<file path="config.mk">
export PLATFORM = sky130hd
export DESIGN_NAME = module_requester_flat
export DESIGN_NICKNAME = d
export VERILOG_FILES = /design/src/rtl/ctrl_pkg.sv /design/src/rtl/module_requester_if.sv /design/src/rtl/module_requester.sv /design/src/flat_wrapper.sv
export SDC_FILE = /design/constraint.sdc
export NUM_CORES = 1
export LEC_CHECK = 0
export CAP_MARGIN = 25
export CORE_ASPECT_RATIO = 2
export CORE_MARGIN = 5
export CORE_UTILIZATION = 45
export DETAILED_ROUTE_END_ITERATION = 10
export PLACE_DENSITY = 0.73
export SKIP_CTS_REPAIR_TIMING = 1
export SLEW_MARGIN = 40
export SYNTH_ARGS = -nofsm -noshare
export SYNTH_HDL_FRONTEND = slang
export SYNTH_SLANG_ARGS = --single-unit
</file>
<file path="constraint.sdc">
create_clock -name clk -period 1.87 [get_ports clk]
set_input_delay 0.187 -clock clk [delete_from_list [all_inputs] [get_ports clk]]
set_output_delay 0.187 -clock clk [all_outputs]
set_load 0.02 [all_outputs]
</file>
<file path="src/rtl/ctrl_pkg.sv">
// Shared definitions for the three-way access controller and its module-side requesters.
// Grant codes, request/done bit positions and the requester state encoding.
package ctrl_pkg;

    typedef enum logic [1:0] {
        ACC_NONE = 2'd0,
        ACC_M1   = 2'd1,
        ACC_M2   = 2'd2,
        ACC_M3   = 2'd3
    } acc_code_e;

    localparam int M1_BIT = 0;
    localparam int M2_BIT = 1;
    localparam int M3_BIT = 2;

    typedef enum logic [2:0] {
        ST_IDLE   = 3'd0,
        ST_REQ    = 3'd1,
        ST_XFER   = 3'd2,
        ST_PAUSED = 3'd3,
        ST_DONE   = 3'd4
    } req_state_e;

endpackage

</file>
<file path="src/rtl/module_requester_if.sv">
// Job / grant / handshake bundle between a module datapath, the controller and one requester.
// The requester uses the master side; the environment driving jobs and grants uses slave.
interface module_requester_if #(
    parameter int LEN_W = 8,
    parameter int CNT_W = 8
);
    logic             job_valid;
    logic [LEN_W-1:0] job_len;
    logic             job_ready;
    logic [1:0]       accmodule;
    logic             req;
    logic             done;
    logic             beat;
    logic [LEN_W-1:0] beat_idx;
    logic             busy;
    logic [CNT_W-1:0] nb_preempt;

    modport master (
        input  job_valid, job_len, accmodule,
        output job_ready, req, done, beat, beat_idx, busy, nb_preempt
    );

    modport slave (
        output job_valid, job_len, accmodule,
        input  job_ready, req, done, beat, beat_idx, busy, nb_preempt
    );
endinterface

</file>
<file path="src/rtl/module_requester.sv">
// Module-side requester: turns a local job into req/done, counts granted beats,
// and pauses/resumes across preemption without losing beats.
module module_requester
    import ctrl_pkg::*;
#(
    parameter int MODULE_ID = 1,
    parameter int LEN_W     = 8,
    parameter int CNT_W     = 8
) (
    input  logic               clk,
    input  logic               reset,
    module_requester_if.master bus
);

    localparam logic [1:0] MY_CODE = 2'(MODULE_ID);

    req_state_e       state_q, state_d;
    logic [LEN_W-1:0] cnt_q, cnt_d;
    logic [LEN_W-1:0] last_q, last_d;
    logic [CNT_W-1:0] nb_q, nb_d;
    logic             req_q, req_d;
    logic             done_q, done_d;
    logic             ready_q, ready_d;
    logic             busy_q, busy_d;
    logic             granted;
    logic             beat;

    assign granted = (bus.accmodule == MY_CODE);
    assign beat    = granted && (state_q == ST_REQ || state_q == ST_XFER || state_q == ST_PAUSED);

    always_ff @(posedge clk or posedge reset) begin
        if (reset) begin
            state_q <= ST_IDLE;
            cnt_q   <= '0;
            last_q  <= '0;
            nb_q    <= '0;
            req_q   <= 1'b0;
            done_q  <= 1'b0;
            ready_q <= 1'b1;
            busy_q  <= 1'b0;
        end else begin
            state_q <= state_d;
            cnt_q   <= cnt_d;
            last_q  <= last_d;
            nb_q    <= nb_d;
            req_q   <= req_d;
            done_q  <= done_d;
            ready_q <= ready_d;
            busy_q  <= busy_d;
        end
    end

    always_comb begin
        state_d = state_q;
        cnt_d   = cnt_q;
        last_d  = last_q;
        nb_d    = nb_q;
        case (state_q)
            ST_IDLE: begin
                if (bus.job_valid) begin
                    last_d  = bus.job_len;
                    cnt_d   = '0;
                    state_d = ST_REQ;
                end
            end
            ST_REQ, ST_PAUSED: begin
                if (beat) state_d = ST_XFER;
            end
            ST_XFER: begin
                if (!granted) begin
                    state_d = ST_PAUSED;
                    if (nb_q != '1) nb_d = nb_q + 1'b1;
                end
            end
            ST_DONE: state_d = ST_IDLE;
            default: state_d = ST_IDLE;
        endcase
        // The last-beat compare also keeps the counter from ever passing last.
        if (beat) begin
            if (cnt_q == last_q) state_d = ST_DONE;
            else                 cnt_d   = cnt_q + 1'b1;
        end
    end

    always_comb begin
        req_d   = (state_d == ST_REQ) || (state_d == ST_XFER) || (state_d == ST_PAUSED);
        done_d  = (state_d == ST_DONE);
        ready_d = (state_d == ST_IDLE);
        busy_d  = (state_d != ST_IDLE);
    end

    assign bus.job_ready  = ready_q;
    assign bus.req        = req_q;
    assign bus.done       = done_q;
    assign bus.beat       = beat;
    assign bus.beat_idx   = cnt_q;
    assign bus.busy       = busy_q;
    assign bus.nb_preempt = nb_q;

endmodule

</file>
<file path="src/flat_wrapper.sv">
// flat-port wrapper written by rule: the top's interface ports become plain ports
module module_requester_flat import ctrl_pkg::*;
#(
    parameter int MODULE_ID = 1,
    parameter int LEN_W     = 8,
    parameter int CNT_W     = 8
)
  (clk, reset, bus_job_valid, bus_job_len, bus_accmodule, bus_job_ready, bus_req, bus_done, bus_beat, bus_beat_idx, bus_busy, bus_nb_preempt);
  module_requester_if #(.LEN_W(LEN_W), .CNT_W(CNT_W)) bus_i ();
  input  logic clk;
  input  logic reset;
  input wire logic [$bits(bus_i.job_valid)-1:0] bus_job_valid;
  input wire logic [$bits(bus_i.job_len)-1:0] bus_job_len;
  input wire logic [$bits(bus_i.accmodule)-1:0] bus_accmodule;
  output wire logic [$bits(bus_i.job_ready)-1:0] bus_job_ready;
  output wire logic [$bits(bus_i.req)-1:0] bus_req;
  output wire logic [$bits(bus_i.done)-1:0] bus_done;
  output wire logic [$bits(bus_i.beat)-1:0] bus_beat;
  output wire logic [$bits(bus_i.beat_idx)-1:0] bus_beat_idx;
  output wire logic [$bits(bus_i.busy)-1:0] bus_busy;
  output wire logic [$bits(bus_i.nb_preempt)-1:0] bus_nb_preempt;
  assign bus_i.job_valid = bus_job_valid;
  assign bus_i.job_len = bus_job_len;
  assign bus_i.accmodule = bus_accmodule;
  assign bus_job_ready = bus_i.job_ready;
  assign bus_req = bus_i.req;
  assign bus_done = bus_i.done;
  assign bus_beat = bus_i.beat;
  assign bus_beat_idx = bus_i.beat_idx;
  assign bus_busy = bus_i.busy;
  assign bus_nb_preempt = bus_i.nb_preempt;
  module_requester #(.MODULE_ID(MODULE_ID), .LEN_W(LEN_W), .CNT_W(CNT_W)) u_core (.clk(clk), .reset(reset), .bus(bus_i));
endmodule
</file>
# Word level (Yosys, flattened, before mapping)
# Index checks and enable logic that the tools add are counted.
dict set report op_classes {
  n_bitwise 1
  n_eq_ne 10
  mux 10
  addsub 2
  reduce_logical 11
}
# op n
set ops {}
lappend ops {{two-way mux 8 bit} 4}
lappend ops {{adder 8 x 1 -> 8 bit (second input constant)} 2}
lappend ops {{two-way mux 3 bit} 5}
lappend ops {{equality test 3 x 2 -> 1 bit (second input constant)} 4}
lappend ops {{one-hot mux 3 bit (3 select lines)} 1}
lappend ops {{equality test 8 bit} 1}
lappend ops {{!= test 8 bit (second input constant)} 1}
lappend ops {{equality test 3 x 1 -> 1 bit (second input constant)} 2}
lappend ops {{zero test 3 bit} 2}
lappend ops {{logical OR 1 bit} 4}
lappend ops {{equality test 3 bit (second input constant)} 1}
lappend ops {{AND reduction 3 bit} 1}
lappend ops {{nonzero test 3 bit} 1}
lappend ops {{equality test 2 x 1 -> 1 bit (second input constant)} 1}
lappend ops {{AND reduction 2 bit} 1}
lappend ops {{OR reduction 2 bit} 1}
lappend ops {{logical AND 1 bit} 1}
lappend ops {{inverter 1 bit} 1}
dict set report word_totals {
  regBits 31
  output_inout_bits 21
  inputBits 13
  elab_cells 42
}

# Longest topological paths before layout
dict set report logic_depth {
  word_depth 11
  depth_mapped 7
  depth_no_buf 6
}

# Worst setup path after synthesis
# No wires, ideal clock.
dict set report synth_path {
  path_type {register -> register}
  startpoint {reg u_core.cnt_q[3] (netlist: u_core.bus.beat_idx[3])}
  endpoint {reg u_core.cnt_q[4] (netlist: u_core.bus.beat_idx[4])}
  period_less_slack_ns 1.690
  arrival_ns 1.566
  path_slack_ns 0.180
  path_stages_with_launch 8
  t_required_ns 1.746
  n_path_buf 2
  cell_sequence {dfrtp_1 buf_4 xnor2_2 nand4_2 o21ai_4 buf_6 nor2_1 a211o_1}
}
dict set report synth_via {
  elab_chain_len 3
}
# element line_no
set synth_rtl {}
lappend synth_rtl {{start, declared} module_requester.sv:18} ;# logic [LEN_W-1:0] cnt_q, cnt_d;
lappend synth_rtl {{start signal, assigned} module_requester.sv:43} ;# cnt_q <= cnt_d;
lappend synth_rtl {{adder 8 x 1 -> 8 bit or equality test 8 bit (tied branches)} {module_requester.sv:81, module_requester.sv:80}}
lappend synth_rtl {{two-way mux 8 bit (*)} module_requester.sv:80} ;# if (cnt_q == last_q) state_d = ST_DONE;
lappend synth_rtl {{two-way mux 8 bit (*)} module_requester.sv:79} ;# if (beat) begin
lappend synth_rtl {{named net u_core.cnt_d[4]} module_requester.sv:18}
# The timed path passes the listed nets; every way through them passes the cells marked *.
# A chain may end at the register's enable or synchronous reset.

# Final worst setup path
dict set report layout_path {
  startpoint {reg u_core.cnt_q[7] (netlist: u_core.bus.beat_idx[7])}
  endpoint {reg u_core.cnt_q[3] (netlist: u_core.bus.beat_idx[3])}
}
dict set report layout_via {
  elab_chain_len 3
}
# element line_no
set layout_rtl {}
lappend layout_rtl {{equality test 8 bit} module_requester.sv:80}
lappend layout_rtl {{two-way mux 8 bit} module_requester.sv:80}
lappend layout_rtl {{two-way mux 8 bit} module_requester.sv:79}
lappend layout_rtl {{named net u_core.cnt_d[3]} module_requester.sv:18}
# The timed path passes the listed nets, and every way through them passes these cells.

==> reports/qor.yml <==
die_area_sq_mm: 0.00465
drv_slew: 0
fin_util: 0.636
synthDistinctLibCells: 33
port_buffers: 33
cts_tree: "built"
overflow: 0
synth_top_family_by_area: "simple AND/OR/NAND/NOR gates"
io_pins: 34
grt_pass1_wl_mm: 5.49
ys_dominant_reg_cell: "dfrtp_1"
worst_pin_slew_ns: 0.390
synth-simple-area-share: 0.190
yosysWarnings: 0
outcome: "finished clean"
seqPwrFrac: 0.409
clock_power_share: 0.227
num_rows: 29
path_class: "flip-flop to flip-flop"
critPathMaxStageDelay_ns: 0.42
drive_gt1_frac: 0.239
nNetsFinal: 190
via_per_inst: 5.53
regArea_sq_um: 777
yosysMostFrequentCell: "dfrtp_1"
synthesis.nets: 142
netlist_instances: 127
multi_input_area_sq_um: 669
synth-edff-count: 0
critPathCaptureType: "flip-flop"
drc_errors: 0
timing.critical_path.buf_inv: 1
clock_tree.root_cell: "clkbuf_8"
cp_slowest_cell: "dfrtp_1"
syn_to_final_growth_pct: 35.7
drt-pass1-iter-count: 4
ys_top_cells_by_count: "dfrtp_1 (30), nand3_1 (11), xnor2_1 (11), mux2_2 (9)"
die_width_um: 50.8
hold_violations: 0
core_area_sq_mm: 0.00319
avgSynthCellArea_sq_um: 11.8
critPathLaunchType: "flip-flop"
period_needed_ns: 1.76
cp_top_family: "compound AO/OA/AOI/OAI gates"
net-switching-power_uw: 846
antenna_found_initial: 0
cts.sinks: 31
swShare: 0.333
required_ns: 2.03
ant_nets: 0
yosysTopAreaCellShare: 0.501
clk_pin_slew_ns: 0.07
grt_max_degree: 32
grt.total_usage: 0.157
start_util: 0.469
synth_area_leaders: "dfrtp_1 (50%), mux2_2 (6.8%), xnor2_1 (6.4%)"
pre_cts_ws_ns: -0.101
worst_clock_skew_ns: 0.00806
fmax_mhz: 568
cts_max_level: 2
finalSetupViolCount: 0
power_leakage_nw: 0.928
hpwl_mm: 2.43
ys_seq_elements: 31
routed_wl_mm: 3.21
syn_area_sq_mm: 0.00150
power_per_cell_area_mw_per_mm2: 1250
clkLatencyLatePin_ns: 0.29
path_cells: "xnor2_1, nand4_2, o21ai_4, buf_4, nor3_1, a211o_1"
synth_fa_ha_area_frac: 0.0167
async_reset_ff_frac: 1.00
numCtsBuffers: 5
via_count: 1144
drtIter0Drc: 25
fillers: 278
die_h_um: 91.6
synthMuxAreaShare: 0.0677
diodes: 0
vdd_ir_drop_max_mv: 0.968
synth_compound_area_frac: 0.0576
hold_path.class: "primary input to async pin"
comb_power_share: 0.363
maxCapViolations: 0
post_dp_cell_area_sq_mm: 0.00192
fin_crit_sh: 0.941
avgRoutedWirePerCell_um: 15.5
slew_headroom: 0.740
cp_data_arrival_time_ns: 1.92
yosysSeqAreaShare: 0.519
stdcell_area_sq_mm: 0.00203
internal_power_mw: 1.69
grt_pass1_vias: 1204
fin_ws_ns: 0.111
crit_fanout: 15
synth_xor_area_frac: 0.109
post-synth-top-area-cell: "dfrtp_1"
routabilityCongestion: 0.783
clockBufferDepth: 2
layer usage:
metal | track usage | wire length (um) | up-vias
met5 | 0 | 0 | -
met4 | 0.107 | 114 | 0
met3 | 0.0492 | 173 | 8
met2 | 0.263 | 1800 | 42
met1 | 0.157 | 1120 | 562
li1 | - | - | 532
tightest hold or removal path, delay by kind of cell:
kind | cells | cell delay [ns]
buffers and inverters | 3 | 0.79
layout make-up:
cell class,count,area share
multi-input cells,87,0.329
well taps,31,0.0191
flip-flops and latches,31,0.382
inverters,5,0.0117
repair buffers,45,0.208
clock buffers,8,0.0493
logic make-up (layout without fill, tap and decap cells):
| logic type | after synthesis | after routing |
|---|---|---|
| buffers and inverters | 9 | 58 |
| AOI/OAI and AO/OA | 10 | 10 |
| DFF | 31 | 31 |
| xor gates and xnor gates | 17 | 17 |
| and+or+nand+nor | 49 | 49 |
| muxes | 9 | 9 |
| adders and majority gates | 2 | 2 |
power by group through the flow:
| stage | clock network (mW) | registers [mW] | logic [mW] |
|---|---|---|---|
| global placement | 0 | 1.04 | 0.893 |
| detailed placement | 0 | 1.05 | 0.919 |
| CTS | 0.594 | 1.04 | 0.926 |
| floorplan | 0 | 1.13 | 0.468 |
| finish | 0.578 | 1.04 | 0.923 |
| global route | 0.626 | 1.07 | 1.01 |
state kept, by name, summed over array words and instances (netlist names):
name / flops
u_core.bus.done: 1
u_core.bus.beat_idx: 8
u_core.bus.job_ready: 1
u_core.last_q: 8
u_core.bus.busy: 1
u_core.bus.req: 1
u_core.state_q: 3
u_core.bus.nb_preempt: 8
layout by cell type (no fill, tap or decap), types with 4 or more instances in the layout:
cell type         n
inv_1             4
dfrtp_1          30
nor3_1            7
clkdlybuf4s50_1  32
nor2_1            7
clkbuf_8          7
nand3_1          11
mux2_2            9
xor2_1            4
a211o_1           4
buf_4            12
xnor2_1          10
nand2_1           7
per-stage QoR:
step                      total power [mW]  hold slack [ns]  std cells  setup TNS (ns)
after floorplan                       1.60            0.290        127               0
after global placement                1.93            0.486        199          -0.275
after detailed placement              1.97            0.503        199          -0.394
after CTS                             2.56            0.286        207          -0.117
after global routing                  2.71            0.339        207        -0.00346
final                                 2.54            0.275        207               0
path summary, 6_finish.rpt:
check / from / to / slack [ns] / cells past startpoint
max in group asynchronous: reset / u_core.bus.job_ready / 1.27 / 3
worst max register to register: u_core.bus.beat_idx[7] / u_core.bus.beat_idx[3] / 0.11 / 6
min in group clk: bus_job_len[3] / u_core.last_q[3] / 0.52 / 2
worst max-delay path: u_core.bus.beat_idx[7] / u_core.bus.beat_idx[3] / 0.11 / 6
worst min-delay path: reset / u_core.bus.nb_preempt[3] / 0.28 / 3
worst min register to register: u_core.bus.nb_preempt[7] / u_core.bus.nb_preempt[7] / 0.52 / 1
Power figures use the tool's default switching activity.
